[src/rtl/pu_pkg.sv]
// Shared matrix-vector PU constants, index-width helper and the result-drain state type.
package pu_pkg;

  localparam int WIDTH_OP1  = 8;
  localparam int WIDTH_OP2  = 8;
  localparam int WIDTH_OUT  = 32;
  localparam int MATRIX_ROW = 8;
  localparam int MATRIX_COL = 8;

  function automatic int clog2(input int n);
    int r;
    for (r = 0; (1 << r) < n; r++) begin
    end
    return r;
  endfunction

  typedef enum logic {
    IDLE  = 1'b0,
    DRAIN = 1'b1
  } drain_state_e;

endpackage

[src/rtl/pu_result_drain_if.sv]
// Lane-per-beat result stream: valid/ready with lane index and last-lane flag.
interface pu_result_drain_if #(
  parameter int WIDTH_OUT = pu_pkg::WIDTH_OUT,
  parameter int IDX_W     = pu_pkg::clog2(pu_pkg::MATRIX_ROW)
);
  logic                 M_VALID;
  logic                 M_READY;
  logic [WIDTH_OUT-1:0] M_DATA;
  logic [IDX_W-1:0]     M_IDX;
  logic                 M_LAST;

  modport master (output M_VALID, output M_DATA, output M_IDX, output M_LAST, input M_READY);
  modport slave  (input M_VALID, input M_DATA, input M_IDX, input M_LAST, output M_READY);
endinterface

[src/rtl/pu_sat_round.sv]
// One lane: round-half-up arithmetic right shift, then saturate to signed WIDTH_RES and
// sign-extend back to WIDTH_OUT. Purely combinational.
module pu_sat_round #(
  parameter int WIDTH_OUT = 32,
  parameter int WIDTH_RES = 16,
  parameter int RES_SHIFT = 4
) (
  input  logic [WIDTH_OUT-1:0] lane_i,
  output logic [WIDTH_OUT-1:0] lane_o
);
  // One guard bit so the rounding add cannot wrap a near-max positive lane.
  localparam int WX = WIDTH_OUT + 1;
  localparam logic signed [WX-1:0] RES_MAX = {{(WX-WIDTH_RES+1){1'b0}}, {(WIDTH_RES-1){1'b1}}};
  localparam logic signed [WX-1:0] RES_MIN = ~RES_MAX;

  logic signed [WX-1:0] ext;
  logic signed [WX-1:0] shf;
  logic signed [WX-1:0] sat;

  assign ext = {lane_i[WIDTH_OUT-1], lane_i};

  if (RES_SHIFT > 0) begin : g_round
    localparam logic signed [WX-1:0] HALF = {{(WX-1){1'b0}}, 1'b1} << (RES_SHIFT - 1);
    assign shf = (ext + HALF) >>> RES_SHIFT;
  end else begin : g_noround
    assign shf = ext;
  end

  always_comb begin
    sat = shf;
    if (shf > RES_MAX) begin
      sat = RES_MAX;
    end else if (shf < RES_MIN) begin
      sat = RES_MIN;
    end
  end

  assign lane_o = WIDTH_OUT'(sat);

endmodule

[src/rtl/pu_result_drain.sv]
// Captures the PU's packed lane result on DONE and streams it one lane per beat, 1-cycle latency.
// Build with PU_DRAIN_SAT_EN to round/shift/saturate each lane at capture time.
module pu_result_drain #(
  parameter int WIDTH_OUT  = pu_pkg::WIDTH_OUT,
  parameter int MATRIX_ROW = pu_pkg::MATRIX_ROW,
  parameter int WIDTH_RES  = 16,
  parameter int RES_SHIFT  = 4
) (
  input  logic                            CLK,
  input  logic                            RST,
  input  logic                            DONE,
  input  logic [WIDTH_OUT*MATRIX_ROW-1:0] OUT,
  pu_result_drain_if.master               m,
  output logic                            BUSY,
  output logic                            OVERRUN
);
  import pu_pkg::*;

  localparam int IDX_W = clog2(MATRIX_ROW);
  localparam logic [IDX_W-1:0] IDX_LAST = IDX_W'(MATRIX_ROW - 1);
  localparam bit CFG_OK = (MATRIX_ROW >= 2) && (WIDTH_RES >= 2) &&
                          (WIDTH_RES <= WIDTH_OUT) && (RES_SHIFT >= 0);

  if (!CFG_OK) begin : g_cfg_err
    $error("pu_result_drain: unsupported parameter combination");
  end

  drain_state_e         state_q, state_d;
  logic [IDX_W-1:0]     idx_q, idx_d;
  logic                 overrun_q, overrun_d;
  logic [WIDTH_OUT-1:0] shadow_q [MATRIX_ROW];
  logic [WIDTH_OUT-1:0] lane_in  [MATRIX_ROW];
  logic                 capture;
  logic                 hs;
  logic                 at_last;

  for (genvar k = 0; k < MATRIX_ROW; k++) begin : g_lane
`ifdef PU_DRAIN_SAT_EN
    pu_sat_round #(
      .WIDTH_OUT (WIDTH_OUT),
      .WIDTH_RES (WIDTH_RES),
      .RES_SHIFT (RES_SHIFT)
    ) u_sat (
      .lane_i (OUT[WIDTH_OUT*k +: WIDTH_OUT]),
      .lane_o (lane_in[k])
    );
`else
    assign lane_in[k] = OUT[WIDTH_OUT*k +: WIDTH_OUT];
`endif
  end

  assign hs      = (state_q == DRAIN) && m.M_READY;
  assign at_last = (idx_q == IDX_LAST);

  always_comb begin
    state_d   = state_q;
    idx_d     = idx_q;
    overrun_d = overrun_q;
    capture   = 1'b0;
    unique case (state_q)
      IDLE: begin
        if (DONE) begin
          capture = 1'b1;
          idx_d   = '0;
          state_d = DRAIN;
        end
      end
      DRAIN: begin
        if (hs && at_last) begin
          idx_d = '0;
          // A DONE landing on the final handshake chains straight into the next result.
          if (DONE) begin
            capture = 1'b1;
          end else begin
            state_d = IDLE;
          end
        end else begin
          if (hs) begin
            idx_d = idx_q + IDX_W'(1);
          end
          if (DONE) begin
            overrun_d = 1'b1;
          end
        end
      end
      default: state_d = IDLE;
    endcase
  end

  always_ff @(posedge CLK or posedge RST) begin
    if (RST) begin
      state_q   <= IDLE;
      idx_q     <= '0;
      overrun_q <= 1'b0;
      for (int k = 0; k < MATRIX_ROW; k++) begin
        shadow_q[k] <= '0;
      end
    end else begin
      state_q   <= state_d;
      idx_q     <= idx_d;
      overrun_q <= overrun_d;
      if (capture) begin
        for (int k = 0; k < MATRIX_ROW; k++) begin
          shadow_q[k] <= lane_in[k];
        end
      end
    end
  end

  assign m.M_VALID = (state_q == DRAIN);
  assign m.M_DATA  = (state_q == DRAIN) ? shadow_q[idx_q] : '0;
  assign m.M_IDX   = idx_q;
  assign m.M_LAST  = (state_q == DRAIN) && at_last;
  assign BUSY      = (state_q == DRAIN);
  assign OVERRUN   = overrun_q;

endmodule

[src/flat_wrapper.sv]
// flat-port wrapper written by rule: the top's interface ports become plain ports
module pu_result_drain_flat import pu_pkg::*;
#(
  parameter int WIDTH_OUT  = pu_pkg::WIDTH_OUT,
  parameter int MATRIX_ROW = pu_pkg::MATRIX_ROW,
  parameter int WIDTH_RES  = 16,
  parameter int RES_SHIFT  = 4
)
  (CLK, RST, DONE, OUT, BUSY, OVERRUN, m_M_VALID, m_M_DATA, m_M_IDX, m_M_LAST, m_M_READY);
  pu_result_drain_if #(.WIDTH_OUT(WIDTH_OUT), .IDX_W(3)) m_i ();
  input  logic CLK;
  input  logic RST;
  input  logic DONE;
  input  logic [WIDTH_OUT*MATRIX_ROW-1:0] OUT;
  output logic BUSY;
  output logic OVERRUN;
  output wire logic [$bits(m_i.M_VALID)-1:0] m_M_VALID;
  output wire logic [$bits(m_i.M_DATA)-1:0] m_M_DATA;
  output wire logic [$bits(m_i.M_IDX)-1:0] m_M_IDX;
  output wire logic [$bits(m_i.M_LAST)-1:0] m_M_LAST;
  input wire logic [$bits(m_i.M_READY)-1:0] m_M_READY;
  assign m_M_VALID = m_i.M_VALID;
  assign m_M_DATA = m_i.M_DATA;
  assign m_M_IDX = m_i.M_IDX;
  assign m_M_LAST = m_i.M_LAST;
  assign m_i.M_READY = m_M_READY;
  pu_result_drain #(.WIDTH_OUT(WIDTH_OUT), .MATRIX_ROW(MATRIX_ROW), .WIDTH_RES(WIDTH_RES), .RES_SHIFT(RES_SHIFT)) u_core (.CLK(CLK), .RST(RST), .DONE(DONE), .OUT(OUT), .m(m_i), .BUSY(BUSY), .OVERRUN(OVERRUN));
endmodule
[config.mk]
export PLATFORM = sky130hd
export DESIGN_NAME = pu_result_drain_flat
export DESIGN_NICKNAME = d
export VERILOG_FILES = /design/src/rtl/pu_pkg.sv /design/src/rtl/pu_result_drain_if.sv /design/src/rtl/pu_sat_round.sv /design/src/rtl/pu_result_drain.sv /design/src/flat_wrapper.sv
export SDC_FILE = /design/constraint.sdc
export NUM_CORES = 1
export LEC_CHECK = 0
export ABC_AREA = 1
export CAP_MARGIN = 20
export CORE_ASPECT_RATIO = 0.75
export CORE_UTILIZATION = 55
export CTS_CLUSTER_SIZE = 20
export DETAILED_ROUTE_END_ITERATION = 12
export PLACE_DENSITY = 0.92
export SYNTH_ARGS = -nofsm -noshare
export SYNTH_HDL_FRONTEND = slang
export SYNTH_SLANG_ARGS = --single-unit
[constraint.sdc]
create_clock -name CLK -period 12.22 [get_ports CLK]
set_input_delay 1.222 -clock CLK [delete_from_list [all_inputs] [get_ports CLK]]
set_output_delay 1.222 -clock CLK [all_outputs]
set_load 0.02 [all_outputs]
==> results.md <==
- Status: finished clean
- Gr ovfl total: 0
- Post-CTS Hold Fix Bufs: 0
- Worst-Skew Late Latency: 540 ps
- Peak fanout along the critical path: 50
- CP Buf/Inv Count: 4
- Tcrit/Tclk final: 0.4276
- Antenna violations before repair: 0
- N_diodes: 0
- Syn Inst Count: 1707
- Critical path depth: 8
- Peak supply drop: 185.4 uV
- Reg2reg end: u_core.shadow_q[181]
- Hold path cells: 1
- #FFs+latches synth: 261
- Count of cell types in the netlist: 18
- Average cell area after synthesis: 7.720 um2
- DRC: 0
- Post-CTS Resized: 0
- Routed via count: 12123
- Number of global-route vias before repair: 12028
- Post-CTS Setup Inserts: 0
- Wirelength, routed: 41.05 mm
- Nets: 2198
- Core Box Area: 23240 um2
- Largest net degree at the start of global routing: 196
- CTS tree: yes
- Min cycle time layout: 5225 ps
- Number of H-tree levels: 1
- DRT Pass-1 Iters: 6
- Clock Path Buffers: 3
- Post-synth ARST share: 1.000
- Port-buffer cells: 298
- Hold crit path type: flip-flop to flip-flop
- Global-route wire length before repair: 63.85 mm
- Via/cell ratio: 5.378
- CP Data Required Time: 11000 ps
- Initial Utilization: 0.5670
- Main synth FF type: dfrtp_1
- GRT Total Usage: 0.3356
- Critical Path Slowest Stage Cell: dfrtp_2
- Final Hold Vio Count: 0
- Clock sink total: 261
- R2R Setup Slk: 7920 ps
- Startpoint types: flip-flop
- Crit path cell chain: buf_4, inv_2, buf_4, nand3_1, nand3_1, nand2_1, nor2_1, clkdlybuf4s50_1
- Final setup vio count: 0
- Seq/Total Area, Yosys: 0.4956
- Final Skew: 18.04 ps
- Fill cells: 1661
- RR Startpoint: u_core.m.M_IDX[0]
- R2R depth: 9
- Mapped cell area: 13180 um2
- PD cells: 256.2 nW/um2
- Final slew viol count: 0
- Ratio of cells with drive above 1 in the final layout: 0.08444
- Die Area: 24590 um2
- Worst Setup Slack, final: 6995 ps
- Iter 0 DRT Violations: 1420
- Post-synth top area cell: dfrtp_1
- CTS root buffer: clkbuf_16
- Placer Congestion: 0.9403
- Layout Utilization: 0.7281
- Static leakage: 8.601 nW
- TritonCTS Buffers: 27
- Worst path max stage delay: 650 ps
- Post-route insts no fill: 2254
- Family with the most delay on the worst path: buffers and inverters
- Crit. End Element: output port
- Crit Path Category: flip-flop to output port
- Rel. slew slack: 0.3538
- Worst hold endpoint: u_core.OVERRUN
- Crit path DAT: 4000 ps
- Placed cell count: 2206
- Max cap viols: 0
- Hold_sp: u_core.OVERRUN
- Post-route ant nets: 0
- Area contributors post-synth: dfrtp_1, nand2_1, nor2_1
- Die Y: 136.1 um
- Total number of yosys warnings: 0
- Most frequent cell after synthesis: nand2_1
- Die W: 180.7 um
- Max Freq: 0.1914 GHz
- Post-synth top area share: 0.4956
- Detailed placement HPWL: 27.92 mm
- Syn nets: 1969
- RSZ-0062 raised after global routing: false
- WL per Instance: 18.21 um
- EDFF count, synth: 0
- DP Worst Slack: 7562 ps
- Worst-margin pin slew: 969.3 ps
- Synth top cells by count: nand2_1, nor2_1, inv_1, dfrtp_1, nand3_1
- IO Count: 299
- Row cnt: 48
- Setup tns final: 0 ps
- Synthesis-to-layout area growth: 28.42%
- Clock slew at reported path FFs: 60 ps
[logic make-up after synthesis]
kind of cell | synth area share
AO/OA/AOI/OAI | 0.1278
buffers and inverters | 0.1273
adder cells (fa/ha/maj) | 0.001899
AND/OR/NAND/NOR | 0.2473
flip-flops | 0.4956
[cell type report]
type                            count  area, um2  area share
Tap cell                          300      375.4     0.02218
Clock inverter                      7      95.09    0.005619
Multi-Input combinational cell   1073       4977      0.2941
Inverter                          263      997.2     0.05893
Timing Repair Buffer              310       3105      0.1835
Clock buffer                       40      834.6     0.04932
Sequential cell                   261       6538      0.3863
[flip-flops by register name, summed over array words and instances, names as in the netlist]
name             flops
u_core.shadow_q    256
u_core.m.M_IDX       3
u_core.OVERRUN       1
u_core.BUSY          1
[power by group]
group	leakage (nW)	switching, mW	internal, mW	total, mW
Sequential	2.80	0.166	1.28	1.45
Combinational	5.34	1.27	0.749	2.02
Clock	0.465	0.348	0.513	0.860
Total	8.60	1.79	2.55	4.34
[worst max path at each step]
stage / from / end / slack (ps)
after CTS: u_core.m.M_IDX[0] / m_M_DATA[4] / 6980
after floorplan: RST / u_core.BUSY / 3810
final: u_core.m.M_IDX[1] / m_M_DATA[7] / 6990
after detailed placement: u_core.m.M_IDX[0] / m_M_DATA[4] / 7560
after global routing: u_core.m.M_IDX[1] / m_M_DATA[5] / 6850
after global placement: u_core.m.M_IDX[1] / m_M_DATA[5] / 7580
[placed cells by master (no fill, tap or decap)]
cell             Yosys  final
inv_6                0      1
nand2_8              0      1
inv_1              262    260
o21ai_0              4      4
nor2_1             320    320
dfrtp_1            261    258
bufinv_16            0      2
ha_1                 2      2
clkdlybuf4s50_1      0    298
buf_12               0      1
clkinv_2             0      3
nand2_4              2      1
a21oi_1            156    156
dfrtp_4              0      1
clkbuf_1             8      2
clkbuf_16            0     27
dfrtp_2              0      2
a21oi_2            100    100
inv_8                0      2
nand3_1            160    160
buf_16               0      1
inv_4                0      1
o21bai_1             1      1
nand2_1            327    327
clkbuf_8             0     11
inv_2                1      1
nand3b_1             1      1
buf_4               22     10
[through the flow]
step	hold slack, ps	total power [mW]	cell area [um2]
after floorplan	479.8	2.705	13180
after global placement	469.4	3.351	15970
after detailed placement	490.4	3.434	15970
after CTS	512.7	4.310	16900
after global routing	522.8	4.598	16920
final	507.2	4.336	16920
[layer usage]
metal	wire, um	global-route usage	vias up	share of wire
met4	1343	0.1182	0	0.033
met1	17300	0.4683	5733	0.42
li1	-	-	5672	-
met3	4080	0.07018	81	0.099
met2	18320	0.5217	637	0.45
met5	0	0	-	0
Note: power is estimated with default switching activity, not from simulation.
